File: src/rtl/bsg_manycore_status_sender_pkg.sv
`default_nettype none
// ============================================================================
//  Module   : bsg_manycore_status_sender_pkg
//  Purpose  : Shared definitions for the manycore I/O status protocol:
//             status opcodes, monitor word addresses and packet layout.
//  Revision : 1.0  initial release
// ============================================================================
package bsg_manycore_status_sender_pkg;

  // Status request opcodes as presented on req_op_i.
  typedef enum logic [1:0] {
    STATUS_OP_FINISH = 2'd0,
    STATUS_OP_TIME   = 2'd1,
    STATUS_OP_FAIL   = 2'd2,
    STATUS_OP_PRINT  = 2'd3
  } status_op_e;

  // Network packet opcode field.
  localparam int                      PKT_OP_WIDTH        = 2;
  localparam logic [PKT_OP_WIDTH-1:0] PKT_OP_REMOTE_STORE = 2'b01;

  // Monitor word addresses; shared with the I/O monitor decoder.
  localparam logic [31:0] STATUS_FINISH_ADDR = 32'h0003_7AB0;
  localparam logic [31:0] STATUS_TIME_ADDR   = 32'h0003_7AB1;
  localparam logic [31:0] STATUS_FAIL_ADDR   = 32'h0003_7AB2;

  // Packet layout, MSB to LSB:
  //   { data[data_w], addr[addr_w], op[2], mask[data_w/8],
  //     src_y[y_w], src_x[x_w], dest_y[y_w], dest_x[x_w] }
  function automatic int status_packet_width(input int x_w, input int y_w,
                                             input int addr_w, input int data_w);
    return data_w + addr_w + PKT_OP_WIDTH + (data_w / 8) + 2 * (x_w + y_w);
  endfunction

endpackage
`default_nettype wire

File: src/rtl/bsg_manycore_credit_counter.sv
`default_nettype none
// ============================================================================
//  Module   : bsg_manycore_credit_counter
//  Purpose  : Up/down saturating credit counter with a reset value.
//             Simultaneous up and down leave the count unchanged.
//  Revision : 1.0  initial release
// ============================================================================
module bsg_manycore_credit_counter #(
  parameter int width_p    = 5,
  parameter int max_val_p  = 16,
  parameter int init_val_p = 16
) (
  input  logic               clk_i,
  input  logic               reset_n_i,
  input  logic               up_i,
  input  logic               down_i,
  output logic [width_p-1:0] count_o
);

  localparam logic [width_p-1:0] max_lp  = width_p'(max_val_p);
  localparam logic [width_p-1:0] init_lp = width_p'(init_val_p);

  logic [width_p-1:0] count;

  // Count returned credits up and spent credits down, clamping at both ends.
  always_ff @(posedge clk_i or negedge reset_n_i) begin
    if (!reset_n_i) begin
      count <= init_lp;
    end else if (up_i && !down_i) begin
      if (count != max_lp) count <= count + 1'b1;
    end else if (down_i && !up_i) begin
      if (count != '0) count <= count - 1'b1;
    end
  end

  // A credit returned while already full means the peer over-acknowledged.
  always_ff @(posedge clk_i) begin
    if (reset_n_i && up_i && !down_i) begin
      assert (count != max_lp)
        else $error("bsg_manycore_credit_counter: credit returned while counter is full");
    end
  end

  assign count_o = count;

endmodule
`default_nettype wire

File: src/rtl/bsg_manycore_status_sender.sv
`default_nettype none
// ============================================================================
//  Module   : bsg_manycore_status_sender
//  Purpose  : Turns FINISH/TIME/FAIL/PRINT requests into remote-store packets
//             for the I/O monitor. FINISH/FAIL wait until all earlier stores
//             are acknowledged before leaving.
//  Revision : 1.0  initial release
// ============================================================================
module bsg_manycore_status_sender
  import bsg_manycore_status_sender_pkg::*;
#(
  parameter int x_cord_width_p    = 4,
  parameter int y_cord_width_p    = 4,
  parameter int addr_width_p      = 20,
  parameter int data_width_p      = 32,
  parameter int max_out_credits_p = 16,
  localparam int packet_width_lp  = status_packet_width(x_cord_width_p, y_cord_width_p,
                                                        addr_width_p, data_width_p),
  localparam int credit_width_lp  = $clog2(max_out_credits_p + 1)
) (
  input  logic                       clk_i,
  input  logic                       reset_n_i,

  input  logic                       req_v_i,
  input  logic [1:0]                 req_op_i,
  input  logic [addr_width_p-1:0]    req_addr_i,
  input  logic [data_width_p-1:0]    req_data_i,
  output logic                       req_ready_o,

  input  logic [x_cord_width_p-1:0]  my_x_i,
  input  logic [y_cord_width_p-1:0]  my_y_i,
  input  logic [x_cord_width_p-1:0]  dest_x_i,
  input  logic [y_cord_width_p-1:0]  dest_y_i,

  output logic                       pkt_v_o,
  output logic [packet_width_lp-1:0] pkt_o,
  input  logic                       pkt_ready_i,

  input  logic                       credit_v_i,
  output logic [credit_width_lp-1:0] out_credits_o,
  output logic                       done_o,
  output logic                       failed_o
);

  localparam int mask_width_lp = data_width_p / 8;
  localparam logic [credit_width_lp-1:0] max_credits_lp = credit_width_lp'(max_out_credits_p);

  localparam logic [1:0] ST_IDLE  = 2'd0;
  localparam logic [1:0] ST_FENCE = 2'd1;
  localparam logic [1:0] ST_SEND  = 2'd2;
  localparam logic [1:0] ST_DONE  = 2'd3;

  logic [1:0]                 state;
  logic [1:0]                 state_next;
  logic [credit_width_lp-1:0] credits;
  logic                       credits_full;
  logic                       accept;
  logic                       pkt_handshake;
  logic                       req_is_terminal;
  logic                       req_is_fail;
  logic [addr_width_p-1:0]    req_word_addr;
  logic [data_width_p-1:0]    req_payload;
  logic [data_width_p-1:0]    status_payload;
  logic [packet_width_lp-1:0] pkt_next;
  logic [packet_width_lp-1:0] pkt_q;
  logic                       is_terminal_q;
  logic                       is_fail_q;

  bsg_manycore_credit_counter #(
    .width_p    (credit_width_lp),
    .max_val_p  (max_out_credits_p),
    .init_val_p (max_out_credits_p)
  ) credit_counter (
    .clk_i     (clk_i),
    .reset_n_i (reset_n_i),
    .up_i      (credit_v_i),
    .down_i    (pkt_handshake),
    .count_o   (credits)
  );

  assign credits_full    = (credits == max_credits_lp);
  assign accept          = req_v_i & req_ready_o;
  assign pkt_handshake   = pkt_v_o & pkt_ready_i;
  assign req_is_terminal = (req_op_i == STATUS_OP_FINISH) || (req_op_i == STATUS_OP_FAIL);
  assign req_is_fail     = (req_op_i == STATUS_OP_FAIL);
  assign status_payload  = data_width_p'({16'(my_y_i), 16'(my_x_i)});

  // Build the packet for the request currently offered on the input side.
  always_comb begin
    req_word_addr = req_addr_i;
    req_payload   = req_data_i;
    case (status_op_e'(req_op_i))
      STATUS_OP_FINISH: begin
        req_word_addr = addr_width_p'(STATUS_FINISH_ADDR);
        req_payload   = status_payload;
      end
      STATUS_OP_TIME: begin
        req_word_addr = addr_width_p'(STATUS_TIME_ADDR);
        req_payload   = status_payload;
      end
      STATUS_OP_FAIL: begin
        req_word_addr = addr_width_p'(STATUS_FAIL_ADDR);
        req_payload   = status_payload;
      end
      default: ;
    endcase
    pkt_next = {req_payload, req_word_addr, PKT_OP_REMOTE_STORE, {mask_width_lp{1'b1}},
                my_y_i, my_x_i, dest_y_i, dest_x_i};
  end

  // Capture the packet at accept; it stays frozen until the handshake.
  always_ff @(posedge clk_i or negedge reset_n_i) begin
    if (!reset_n_i) begin
      pkt_q         <= '0;
      is_terminal_q <= 1'b0;
      is_fail_q     <= 1'b0;
    end else if (accept) begin
      pkt_q         <= pkt_next;
      is_terminal_q <= req_is_terminal;
      is_fail_q     <= req_is_fail;
    end
  end

  // State register.
  always_ff @(posedge clk_i or negedge reset_n_i) begin
    if (!reset_n_i) state <= ST_IDLE;
    else            state <= state_next;
  end

  // Next-state logic. A terminal request arriving with every credit already
  // home has nothing to fence against, so it goes straight to SEND.
  always_comb begin
    state_next = state;
    case (state)
      ST_IDLE: begin
        if (accept) begin
          if (req_is_terminal && !credits_full) state_next = ST_FENCE;
          else                                  state_next = ST_SEND;
        end
      end
      ST_FENCE: if (credits_full)  state_next = ST_SEND;
      ST_SEND:  if (pkt_handshake) state_next = is_terminal_q ? ST_DONE : ST_IDLE;
      ST_DONE:  state_next = ST_DONE;
      default:  state_next = ST_IDLE;
    endcase
  end

  // Outputs decoded from state; valid is gated so credits never underflow.
  always_comb begin
    req_ready_o = (state == ST_IDLE);
    pkt_v_o     = (state == ST_SEND) && (credits != '0);
    done_o      = (state == ST_DONE);
    failed_o    = (state == ST_DONE) && is_fail_q;
  end

  assign pkt_o         = pkt_q;
  assign out_credits_o = credits;

endmodule
`default_nettype wire

File: config.mk
export PLATFORM = sky130hd
export DESIGN_NAME = bsg_manycore_status_sender
export DESIGN_NICKNAME = d
export VERILOG_FILES = /design/src/rtl/bsg_manycore_status_sender_pkg.sv /design/src/rtl/bsg_manycore_credit_counter.sv /design/src/rtl/bsg_manycore_status_sender.sv
export SDC_FILE = /design/constraint.sdc
export NUM_CORES = 1
export LEC_CHECK = 0
export BUFFER_PORTS_ARGS = -buffer_cell sky130_fd_sc_hd__buf_2
export CAP_MARGIN = 0
export CORE_MARGIN = 4
export CORE_UTILIZATION = 25
export DETAILED_ROUTE_END_ITERATION = 16
export GPL_TIMING_DRIVEN = 0
export PLACE_DENSITY = 0.53
export RECOVER_POWER = 25
export REMOVE_ABC_BUFFERS = 1
export SYNTH_ARGS = -nofsm -noshare
export SYNTH_HDL_FRONTEND = slang
export SYNTH_HIERARCHICAL = 1
export SYNTH_SLANG_ARGS = --single-unit
export TNS_END_PERCENT = 5
File: constraint.sdc
create_clock -name clk_i -period 4.13 [get_ports clk_i]
set_input_delay 0.826 -clock clk_i [delete_from_list [all_inputs] [get_ports clk_i]]
set_output_delay 0.826 -clock clk_i [all_outputs]
set_load 0.01 [all_outputs]
==> flow_metrics.py <==
metrics = {
    "global_route": {
        "grt_max_degree": 78,
        "grt_pass1_vias": 2888,
        "antenna_found_initial": 0,
        "grt_overflow": 0,
        "grt_pass1_wl_um": 14500,
        "track_usage_pct": 11.3,
    },
    "synth": {
        "synth-adder-area-share_pct": 2.00,
        "ys_ff_latch": 78,
        "synthFlopType": "dfrtp_1",
        "ys_warn_count": 6,
        "syn_area_um2": 3500,
        "synth_cell_type_count": 39,
        "synth_edf_count": 0,
        "synth_mux_area_share_pct": 9.44,
        "avgSynthCellArea_um2": 10.5,
        "synthXorXnorAreaFrac_pct": 1.25,
        "async_flop_share_pct": 100,
        "syn_inst": 334,
        "yosys.area_share.simple_pct": 14.6,
        "ys_seq_area_share_pct": 55.8,
        "synth_top_family_by_area": "simple AND/OR/NAND/NOR gates",
        "synth-compound-area-share_pct": 10.8,
    },
    "cts": {
        "insertion_delay_ps": 330,
        "cts-root-buf": "clkbuf_16",
        "htree_num_levels": 3,
        "post_cts_buffers": 0,
        "clock-sinks": 78,
        "clockBufferDepth": 2,
        "cts_resized": 0,
        "clk_pin_slew_worst_paths_ps": 60,
        "cts_tree": "yes",
        "hold_buffers": 0,
        "cts_buffers": 9,
    },
    "setup_path": {
        "cp-end-kind": "register",
        "critPathLaunchType": "register",
        "critPathRequiredTime_ps": 4380,
        "crit_type": "register to register",
        "crit_fanout": 6,
        "worstPathArrival_ps": 3170,
    },
    "sta": {
        "worstMarginPinSlew_ps": 1520,
        "min_period_over_period_pct": 70.8,
        "slew_headroom_pct": -1.65,
        "fmax_mhz": 342,
        "hold_viol": 0,
        "finalMaxSlewViolations": 29,
        "finalClockSkew_ps": 3.65,
        "worst_hold_slack_ps": 474,
        "min_period_ps": 2920,
        "grt_setup_unrepaired": "no",
        "setup_viol": 0,
    },
    "finish": {
        "n_fill_cell": 1420,
        "mostFrequentLayoutCells": "buf_2, nand2_1, dfrtp_1",
        "layout_commonest_cell": "buf_2",
        "syn_to_final_growth_pct": 33.0,
        "finalNetCount": 558,
        "diodes": 0,
        "post_route_cells_drive_above_1_share_pct": 40.6,
    },
    "flow_run": {
        "cap_viol_max_count": 1,
    },
    "route": {
        "ant_nets": 0,
        "routed_wl_um": 8900,
        "drc": 0,
        "vias": 2801,
        "wl_per_cell_um": 13.5,
        "firstDrtPassIters": 5,
        "vias_per_cell": 4.25,
        "drtIter0Drc": 98,
    },
    "die": {
        "rows": 42,
        "ios": 158,
        "start_util_pct": 26.0,
        "die-area_um2": 16000,
        "die_h_um": 126,
        "coreArea_um2": 13500,
        "die_x_um": 126,
    },
    "run_status": {
        "status": "complete, but fails checks",
        "violations": "max-capacitance violations, max-slew violations",
    },
    "pwr": {
        "powerDensity_nw_per_um2": 739,
        "p_leak_nw": 2.41,
        "report.power.total_mw": 3.44,
        "peakVddDrop_mv": 0.312,
    },
    "worst_hold_path": {
        "min_path_type": "register to register",
    },
    "placed_design": {
        "gp_congestion": 0.777,
        "dp_hpwl_um": 6650,
        "io_buffer_count": 156,
    },
}
-- layout make-up --
class | instances | area (um^2) | share of cell area (%)
Tap cell | 176 | 220 | 4.73
Multi-Input combinational cell | 225 | 1340 | 28.8
Clock buffer | 9 | 225 | 4.84
Inverter | 5 | 18.8 | 0.403
Timing Repair Buffer | 159 | 832 | 17.9
Clock inverter | 7 | 65.1 | 1.40
Sequential cell | 78 | 1950 | 42.0
-- path summary, 6_finish.rpt --
check | slack (ps) | endpoint | cells past startpoint | from
setup / recovery | 1210 | credit_counter/count_o[4] | 11 | credit_counter/count_o[1]
hold / removal | 470 | pkt_o[45] | 2 | pkt_o[45]
setup reg to reg | 1210 | credit_counter/count_o[4] | 11 | credit_counter/count_o[1]
hold reg to reg | 470 | pkt_o[45] | 2 | pkt_o[45]
max in group asynchronous | 1290 | pkt_o[49] | 2 | reset_n_i
min in group asynchronous | 860 | pkt_o[73] | 1 | reset_n_i
-- per-stage QoR --
step	std cells	setup WS, ps	utilization, %	area, um^2	setup TNS [ps]
final	659	1210	34.6	4660	0
after floorplan	308	670	-	3310	0
after global placement	640	-408	32.0	4310	-24170
after detailed placement	643	1220	32.6	4390	0
after CTS	659	1200	34.8	4680	0
after global routing	659	629	34.6	4660	0
-- state kept, by name (all words and copies together) (netlist names) --
name / flops
credit_counter/count_o: 5
is_fail_q: 1
is_terminal_q: 1
pkt_o: 69
state: 2
-- synth_stat cells, drive strengths merged (2+ instances only) --
| cell | instances | area (um^2) |
|---|---|---|
| xnor2 | 4 | 35.0 |
| a211oi | 2 | 15.0 |
| o21ai | 55 | 275 |
| nor4 | 2 | 27.5 |
| mux2 | 16 | 240 |
| clkbuf | 10 | 41.3 |
| nor2 | 13 | 48.8 |
| a311oi | 2 | 17.5 |
| inv | 5 | 18.8 |
| ha | 4 | 50.1 |
| dfrtp | 77 | 1930 |
| buf | 16 | 149 |
| mux2i | 9 | 90.1 |
| and2 | 3 | 18.8 |
| nand2 | 91 | 342 |
| a21oi | 5 | 32.5 |
| nand2b | 3 | 18.8 |
| nor3b | 2 | 15.0 |
-- kinds of logic after synthesis --
logic type,after synthesis
AOI/OAI and AO/OA,69
adders and majority gates,5
xor gates and xnor gates,5
and+or+nand+nor,120
muxes,25
other,1
buffers and inverters,31
DFF,78
-- per-layer routing --
metal / global-route usage, % / up-vias / share of wire (%)
met1: 13.6 / 1300 / 43
met5: 0 / - / 0
met4: 5.11 / 0 / 1.9
met2: 18.6 / 94 / 49
met3: 3.32 / 13 / 6.3
li1: - / 1394 / -
-- worst max-delay path, cell delays in order, from the launching register on --
cell and delay [ps]:
dfrtp_1 480, nor4_1 570, nand2b_1 170, and4_1 240, inv_1 50, ha_1 190, inv_1 140, ha_1 370
nand3_1 100, and2_1 170, a311oi_1 270, a31oi_1 70
-- where the power goes --
part,internal (mW),switching [mW],total (mW)
sequential,1.15,0.248,1.40
combinational,0.610,0.664,1.27
clock,0.463,0.308,0.771
total,2.22,1.22,3.44
(Power assumes the default switching activity.)
